==> config.mk <==
export PLATFORM = sky130hd
export DESIGN_NAME = ks_voice_allocator
export DESIGN_NICKNAME = d
export VERILOG_FILES = /design/src/rtl/ks_voice_allocator.sv
export SDC_FILE = /design/constraint.sdc
export NUM_CORES = 1
export LEC_CHECK = 0
export ABC_AREA = 1
export CAP_MARGIN = 20
export CORE_UTILIZATION = 50
export DETAILED_ROUTE_END_ITERATION = 12
export PLACE_DENSITY = 0.69
export SLEW_MARGIN = 20
export SYNTH_ARGS = -nofsm -noshare
export SYNTH_HDL_FRONTEND = slang
export SYNTH_SLANG_ARGS = --single-unit
==> constraint.sdc <==
create_clock -name clk -period 5.6 [get_ports clk]
set_input_delay 1.12 -clock clk [delete_from_list [all_inputs] [get_ports clk]]
set_output_delay 1.12 -clock clk [all_outputs]
set_load 0.05 [all_outputs]
==> src/rtl/ks_voice_allocator.sv <==
// Polyphony allocator for a bank of karplus_strong voices.
// Serial scan picks retrigger, free or oldest voice per note event.
module ks_voice_allocator #(
  parameter int NUM_VOICES  = 4,
  parameter int TONE_W      = 12,
  parameter int CUTOFF_W    = 3,
  parameter int AGE_W       = 16,
  parameter int DECAY_TICKS = 48000
) (
  input  logic                           clk,
  input  logic                           aclr,
  input  logic                           sample_tick,
  input  logic                           ev_valid,
  output logic                           ev_ready,
  input  logic                           ev_note_on,
  input  logic [TONE_W-1:0]              ev_tone,
  input  logic [CUTOFF_W-1:0]            ev_cutoff,
  output logic [NUM_VOICES-1:0]          voice_trigger,
  output logic [NUM_VOICES*TONE_W-1:0]   voice_tone,
  output logic [NUM_VOICES*CUTOFF_W-1:0] voice_cutoff,
  output logic [NUM_VOICES-1:0]          voice_busy,
  output logic                           steal_pulse,
  output logic                           miss_pulse
);

  localparam int IW = (NUM_VOICES > 1) ? $clog2(NUM_VOICES) : 1;

  typedef logic [IW-1:0]    vidx_t;
  typedef logic [AGE_W-1:0] age_t;

  localparam vidx_t LAST    = vidx_t'(NUM_VOICES - 1);
  localparam age_t  DECAY   = age_t'(DECAY_TICKS);
  localparam age_t  AGE_MAX = '1;

  typedef enum logic [1:0] {
    IDLE,
    SCAN,
    APPLY
  } state_t;

  state_t state;
  state_t state_n;

  logic accept;
  logic last;

  vidx_t idx;

  logic                on_q;
  logic [TONE_W-1:0]   tone_q;
  logic [CUTOFF_W-1:0] cut_q;

  logic [NUM_VOICES-1:0] busy_s;
  logic [TONE_W-1:0]     tone_s [NUM_VOICES];
  age_t                  age_s  [NUM_VOICES];

  age_t age    [NUM_VOICES];
  age_t age_nx [NUM_VOICES];

  logic  m_hit, m_hit_n;
  vidx_t m_idx, m_idx_n;
  logic  f_hit, f_hit_n;
  vidx_t f_idx, f_idx_n;
  logic  o_hit, o_hit_n;
  vidx_t o_idx, o_idx_n;
  age_t  o_age, o_age_n;

  logic              cur_busy;
  logic [TONE_W-1:0] cur_tone;
  age_t              cur_age;

  vidx_t pick;
  logic  steal_n;

  // State register
  always_ff @(posedge clk) begin
    if (aclr) begin
      state <= IDLE;
    end else begin
      state <= state_n;
    end
  end

  // Next state and handshake
  always_comb begin
    state_n  = state;
    ev_ready = 1'b0;
    unique case (state)
      IDLE: begin
        ev_ready = 1'b1;
        if (ev_valid) begin
          state_n = SCAN;
        end
      end
      SCAN: begin
        if (idx == LAST) begin
          state_n = APPLY;
        end
      end
      APPLY: begin
        state_n = IDLE;
      end
      default: begin
        state_n = IDLE;
      end
    endcase
  end

  assign accept = ev_valid && ev_ready;
  assign last   = (state == SCAN) && (idx == LAST);

  // Latch the event and freeze the voice view it is judged against
  always_ff @(posedge clk) begin
    if (aclr) begin
      on_q   <= 1'b0;
      tone_q <= '0;
      cut_q  <= '0;
      busy_s <= '0;
      for (int i = 0; i < NUM_VOICES; i++) begin
        tone_s[i] <= '0;
        age_s[i]  <= '0;
      end
    end else if (accept) begin
      on_q   <= ev_note_on;
      tone_q <= ev_tone;
      cut_q  <= ev_cutoff;
      busy_s <= voice_busy;
      for (int i = 0; i < NUM_VOICES; i++) begin
        tone_s[i] <= voice_tone[i*TONE_W +: TONE_W];
        age_s[i]  <= age[i];
      end
    end
  end

  // Evaluate one frozen voice against the running candidates
  always_comb begin
    cur_busy = busy_s[idx];
    cur_tone = tone_s[idx];
    cur_age  = age_s[idx];
    m_hit_n  = m_hit;
    m_idx_n  = m_idx;
    f_hit_n  = f_hit;
    f_idx_n  = f_idx;
    o_hit_n  = o_hit;
    o_idx_n  = o_idx;
    o_age_n  = o_age;
    if (cur_busy && !m_hit && (cur_tone == tone_q)) begin
      m_hit_n = 1'b1;
      m_idx_n = idx;
    end
    if (!cur_busy && !f_hit) begin
      f_hit_n = 1'b1;
      f_idx_n = idx;
    end
    if (cur_busy && (!o_hit || (cur_age > o_age))) begin
      o_hit_n = 1'b1;
      o_idx_n = idx;
      o_age_n = cur_age;
    end
  end

  // Scan cursor and candidate registers, cleared per event
  always_ff @(posedge clk) begin
    if (aclr || accept) begin
      idx   <= '0;
      m_hit <= 1'b0;
      m_idx <= '0;
      f_hit <= 1'b0;
      f_idx <= '0;
      o_hit <= 1'b0;
      o_idx <= '0;
      o_age <= '0;
    end else if (state == SCAN) begin
      idx   <= idx + vidx_t'(1);
      m_hit <= m_hit_n;
      m_idx <= m_idx_n;
      f_hit <= f_hit_n;
      f_idx <= f_idx_n;
      o_hit <= o_hit_n;
      o_idx <= o_idx_n;
      o_age <= o_age_n;
    end
  end

  // Final choice: retrigger, else free, else steal oldest
  always_comb begin
    steal_n = !m_hit_n && !f_hit_n;
    if (m_hit_n) begin
      pick = m_idx_n;
    end else if (f_hit_n) begin
      pick = f_idx_n;
    end else begin
      pick = o_idx_n;
    end
  end

  // Saturating age increment
  always_comb begin
    for (int i = 0; i < NUM_VOICES; i++) begin
      if (age[i] == AGE_MAX) begin
        age_nx[i] = age[i];
      end else begin
        age_nx[i] = age[i] + age_t'(1);
      end
    end
  end

  // Voice state: aging, decay release, then event application
  always_ff @(posedge clk) begin
    if (aclr) begin
      voice_trigger <= '0;
      voice_tone    <= '0;
      voice_cutoff  <= '0;
      voice_busy    <= '0;
      steal_pulse   <= 1'b0;
      miss_pulse    <= 1'b0;
      for (int i = 0; i < NUM_VOICES; i++) begin
        age[i] <= '0;
      end
    end else begin
      voice_trigger <= '0;
      steal_pulse   <= 1'b0;
      miss_pulse    <= 1'b0;
      for (int i = 0; i < NUM_VOICES; i++) begin
        if (sample_tick && voice_busy[i]) begin
          age[i] <= age_nx[i];
          if (age_nx[i] >= DECAY) begin
            voice_busy[i] <= 1'b0;
          end
        end
      end
      if (last) begin
        if (on_q) begin
          voice_trigger[pick] <= 1'b1;
          voice_busy[pick]    <= 1'b1;
          age[pick]           <= '0;
          voice_tone[pick*TONE_W +: TONE_W]       <= tone_q;
          voice_cutoff[pick*CUTOFF_W +: CUTOFF_W] <= cut_q;
          steal_pulse <= steal_n;
        end else if (m_hit_n) begin
          voice_busy[m_idx_n] <= 1'b0;
        end else begin
          miss_pulse <= 1'b1;
        end
      end
    end
  end

endmodule

# [Yosys cells after proc, flatten, opt, wreduce, memory -nomap -nowiden]
# Memory sizes are Yosys's and may differ from the RTL's. A register that Yosys moved wholly into a read port is not among the register bits.
# Index checks and enable logic that the tools add are counted.
[totals] register_bits=119 latch_bits=0 mem_bits_rw=176 rom_bits=0 in_bits=20 out_inout_bits=71 wordCells=174 n_memories=3
[memory_table] name="age" depth=4 width=16 read_ports=4 rd_ports_with_merged_regs=0 write_ports=5 line_no="57" text="age_t age [NUM_VOICES];"
[memory_table] name="age_s" depth=4 width=16 read_ports=1 rd_ports_with_merged_regs=1 write_ports=4 line_no="55" text="age_t age_s [NUM_VOICES];"
[memory_table] name="tone_s" depth=4 width=12 read_ports=1 rd_ports_with_merged_regs=1 write_ports=4 line_no="54" text="logic [TONE_W-1:0] tone_s [NUM_VOICES];"
[classes] n_addsub=7 n_mul=2 div_mod_pow=0 magnitude_cmp=10 n_eq_ne=9 shifts=4 mux=76 bitwise_logic=17 reduce_logical=27
[ops] op="2-to-1 mux 16 bit" n=12
[ops] op="adder 16 x 1 -> 16 bit, second input constant" n=4
[ops] op="equality test 16 bit, second input constant" n=4
[ops] op="greater-or-equal comparator 16 bit, second input constant" n=4
[ops] op="bitwise mux 48 bit" n=1
[ops] op="2-to-1 mux 12 bit" n=4
[ops] op="variable shift 12 x 34 -> 48 bit, first input constant" n=1
[ops] op="variable part select 12 x 34 -> 48 bit" n=1
[ops] op="2-to-1 mux 1 bit" n=40
[ops] op="negation 4 -> 34 bit" n=1
[ops] op="negation 6 -> 34 bit" n=1
[ops] op="variable shift 3 x 34 -> 12 bit, first input constant" n=1
[ops] op="variable part select 3 x 34 -> 12 bit" n=1
[ops] op="2-to-1 mux 2 bit" n=11
[ops] op="> comparator 16 bit" n=1
[ops] op="logical AND 1 bit" n=13
[ops] op="bitwise mux 12 bit" n=1
[ops] op="equality test 12 bit" n=1
[ops] op="2-to-1 mux 4 bit" n=3
[ops] op="bitwise OR 1 bit" n=12
[ops] op="less-than comparator 2 x 3 -> 1 bit, second input constant" n=3
[ops] op="multiplier 2 x 2 -> 4 bit, second input constant" n=2
[ops] op="zero test 1 bit" n=6
[ops] op="AND reduction 2 bit" n=3
[ops] op="other kinds (15)" n=21

# [Logic depth before layout (Yosys ltp)]
[depth] ltp_word=14 ltp_mapped=34 mapped_depth_nobuf=31

# [Least setup slack after synthesis]
# No wires, ideal clock.
[synth_path] kind="input -> register" start="in aclr" end="mem age_s[0][0] in the netlist's numbering, enable pin" setup_ps=520 t_arrival_ps=5041 required_time_ps=5080 path_slack_ps=39 path_stages=5 path_buffers=3 cell_sequence="clkbuf_1 -> nor2_1 -> inv_1 -> clkbuf_1 -> clkbuf_1"
[synth_lines] element="from (decl)" line_no="11" text="input logic aclr,"
[synth_lines] element="to (decl)" line_no="55"

==> metrics.cfg <==
[route]
initialDrtViolationCount=1487
drc_errors=0
met1Wirelength_mm=18.64
antenna_violating_nets_post_route=0
met2_length_mm=16.31
dr_wl_met3_mm=3.198
totalWireLength_mm=39.33
highest-signal-layer=met5
routed-via-count=12380
routedWlPerCell_um=17.30
routed_via_density=5.447
detailed_router_iteration_count_before_antenna_repair=6

[setup_path]
ff2ff_setup_slack_ns=0.40
critPathMaxStageDelay_ns=0.78
critical_path_arrival_ns=5.63
cp_data_required_time_ns=6.03
worstPathMaxFanout=41
end_kind=register
timing.critical_path.slowest_stage_cell=sky130_fd_sc_hd__nor3_2
crit_top_cell=sky130_fd_sc_hd__nand2_1
critical_path.startpoint_type=register
timing_worst_setup_path_type=register to register

[synth]
synth_top_cells_by_area=sky130_fd_sc_hd__dfxtp_1 26%, sky130_fd_sc_hd__edfxtp_1 24%, sky130_fd_sc_hd__nand2_1 11%
synth_nets=1853
post_synth_inst_count=1804
synth_edf_count=112
yosysWarnings=0
synth_top_area_share_pct=26.37
synthArstFlopShare_pct=0
synthesis.area_per_instance_sq_um=7.785
ys_dominant_reg_cell=sky130_fd_sc_hd__dfxtp_1
ys_seq_elements=297
syn-cell-area_sq_um=14040
yosysSeqAreaShare_pct=50.32
synth_cell_type_count=43
post_synth_most_frequent_cells=413 x sky130_fd_sc_hd__nand2_1, 246 x sky130_fd_sc_hd__nor2_1, 227 x sky130_fd_sc_hd__inv_1, 185 x sky130_fd_sc_hd__dfxtp_1, 142 x sky130_fd_sc_hd__a21oi_1
synthMostInstantiatedCell=sky130_fd_sc_hd__nand2_1
top_cell_type_by_total_area_after_synthesis=sky130_fd_sc_hd__dfxtp_1

[floorplanning]
design.die.area_sq_um=28760
ios=91
start_util_pct=51.54
die_height_um=169.6
rows=60
floorplan.core_area_sq_um=27250
die_width_um=169.6

[cells_and_area]
nNetsFinal=1924
post_route_non_filler_standard_cell_count=2273
fill_cells=2550
final-seq-area_sq_um=7068
post_route_cells_drive_above_1_share_pct=4.945
insertedDiodeCount=0
multi_input_combinational_cell_area_sq_um=5783
layout-area-overhead-vs-synth_pct=16.08

[clock_network]
clock-root-buffer=sky130_fd_sc_hd__clkbuf_16
clockBufferDepth=3
cts_setup_buffers=0
tritoncts.num_buffers=34
clock_sink_count=297
cts_tree=done
clk_latency_ns=0.52
postCtsResizedCells=0
htreeDepth=2
worst_setup_hold_path_clk_slew_ns=0.06
cts_hold_buffers=0

[min_path]
type_of_the_most_critical_hold_path=register to register

[timing]
max_clock_freq_ghz=0.1924
final_setup_violation_count=0
min_period_ns=5.199
setup_repair_after_global_routing_missed_its_margin=false
tightestPinTransition_ns=1.020
timing.final.max_slew_violations=0
fin_worst_skew_ns=0.01517
hold_violations=0
timing.setup.tns_ns=0
normalized_max_slew_margin_pct=32.01
fin_crit_sh_pct=92.84

[power]
max-vdd-ir-drop_uv=176.7
combinational_fraction_of_design_power_pct=7.1
static_leakage_uw=0.005958
p_clk_share_pct=44.5
power.density_nw_per_um2=297.6
swShare_pct=24.23
p_int_uw=3677
share_seq_of_total_power_pct=48.4
netSwitchingPower_uw=1176

[placement]
gp_congestion=0.9568
port_buffers=90
dpl.hpwl_mm=27.72
placed_cells=2211

[run]
drv.max_cap_violation_count=0

[global_route]
grt_antenna_before_repair=1
wire_length_of_the_first_global_routing_pass_mm=61.84
first_global_vias=11513
grt_start_max_net_pins=86
groute.usage.overall_pct=27.50
grt-ovfl-total=0

[status]
outcome=complete, no violations

[metrics by stage]
stage               hold slack (ns)  setup WS (ns)  cell area (sq um)  total power (uW)  util [%]
finish                       0.4571         0.4012              16300              4852     59.83
global route                 0.4837         0.1004              16300              4994     59.83
CTS                          0.4610         0.6321              16300              4862     59.83
detailed placement           0.4447         0.6503              15220              2727     55.84
global placement             0.4389         0.8945              15220              2723     55.84
floorplan                    0.4187        0.03944              14040              2616         -
[final cells by class]
cell class | instances | area share, %
clock inverter | 16 | 0.6523
timing repair buffer | 107 | 6.278
sequential | 297 | 43.35
clock buffer | 46 | 6.009
tap | 372 | 2.855
inverter | 233 | 5.380
multi-input combinational | 1202 | 35.47
[final timing paths]
kind            start        endpoint  depth (start not counted)
min reg2reg  o_age[8]        o_age[8]                          2
min          o_age[8]        o_age[8]                          2
max reg2reg  register  voice_tone[11]                         27
max          register  voice_tone[11]                         27
[placed cells by master (no fill, tap or decap), types with 3 or more instances in the layout]
| cell type | Yosys | layout |
|---|---|---|
| sky130_fd_sc_hd__nand2_1 | 413 | 412 |
| sky130_fd_sc_hd__nor2_1 | 246 | 246 |
| sky130_fd_sc_hd__inv_1 | 227 | 226 |
| sky130_fd_sc_hd__dfxtp_1 | 185 | 184 |
| sky130_fd_sc_hd__a21oi_1 | 142 | 142 |
| sky130_fd_sc_hd__edfxtp_1 | 112 | 112 |
| sky130_fd_sc_hd__nand3_1 | 111 | 111 |
| sky130_fd_sc_hd__o21ai_0 | 102 | 102 |
| sky130_fd_sc_hd__clkdlybuf4s50_1 | 0 | 89 |
| sky130_fd_sc_hd__nor3_1 | 40 | 40 |
| sky130_fd_sc_hd__clkbuf_16 | 0 | 37 |
| sky130_fd_sc_hd__ha_1 | 29 | 29 |
| sky130_fd_sc_hd__xor2_1 | 26 | 26 |
| sky130_fd_sc_hd__nand4_1 | 17 | 17 |
| sky130_fd_sc_hd__buf_4 | 5 | 17 |
| sky130_fd_sc_hd__o22ai_1 | 15 | 15 |
| sky130_fd_sc_hd__clkinv_2 | 0 | 10 |
| sky130_fd_sc_hd__nor3b_1 | 8 | 8 |
| sky130_fd_sc_hd__a22oi_1 | 7 | 7 |
| sky130_fd_sc_hd__clkbuf_1 | 50 | 7 |
| sky130_fd_sc_hd__inv_2 | 5 | 5 |
| sky130_fd_sc_hd__o21bai_1 | 5 | 5 |
| sky130_fd_sc_hd__nor4_1 | 5 | 5 |
| sky130_fd_sc_hd__nand2_4 | 3 | 4 |
| sky130_fd_sc_hd__clkinv_1 | 1 | 4 |
| sky130_fd_sc_hd__o31ai_4 | 4 | 4 |
| sky130_fd_sc_hd__o31ai_1 | 4 | 4 |
| sky130_fd_sc_hd__a211oi_1 | 4 | 4 |
| sky130_fd_sc_hd__nand2_2 | 3 | 3 |
| sky130_fd_sc_hd__o211ai_1 | 3 | 3 |
[per-layer routing]
layer	vias up	GRT usage, %
met5	-	0
met1	5762	41.34
met4	2	9.557
met2	526	39.40
li1	6009	-
met3	81	4.781
[worst max-delay path, delay by kind of cell, from the launching register on]
family	cells	cell delay, ns
and+or+nand+nor	19	2.58
buffers and inverters	4	1.19
adders and majority gates	2	0.60
AOI/OAI and AO/OA	2	0.41
DFF	1	0.32
[power groups by stage]
stage / Sequential [uW] / Clock, uW / Combinational (uW)
after CTS: 2350 / 2180 / 336
after floorplan: 2370 / 0 / 244
after global placement: 2390 / 0 / 328
final: 2350 / 2160 / 343
after detailed placement: 2390 / 0 / 335
after global routing: 2350 / 2260 / 380
[kinds of logic (layout without fill, tap and decap cells)]
group	Yosys count	after routing	synth area share, %
AND/OR/NAND/NOR	851	851	25.14
flip-flops	297	297	50.32
multiplexers	1	1	0.07127
buffers and inverters	305	402	8.561
XOR/XNOR	26	26	1.621
AO/OA/AOI/OAI	295	295	11.71
adder cells (fa/ha/maj)	29	29	2.584
[sequential cells by signal, indices dropped and copies added (netlist names), named ones only]
name           count
age               64
age_s             64
busy_s             4
cut_q              3
f_hit              1
f_idx              2
idx                2
m_hit              1
m_idx              2
miss_pulse         1
o_age             16
o_hit              1
o_idx              2
on_q               1
state              2
steal_pulse        1
tone_q            12
tone_s            48
voice_busy         4
voice_cutoff      12
voice_tone        48
voice_trigger      4
Power figures use the tool's default switching activity.
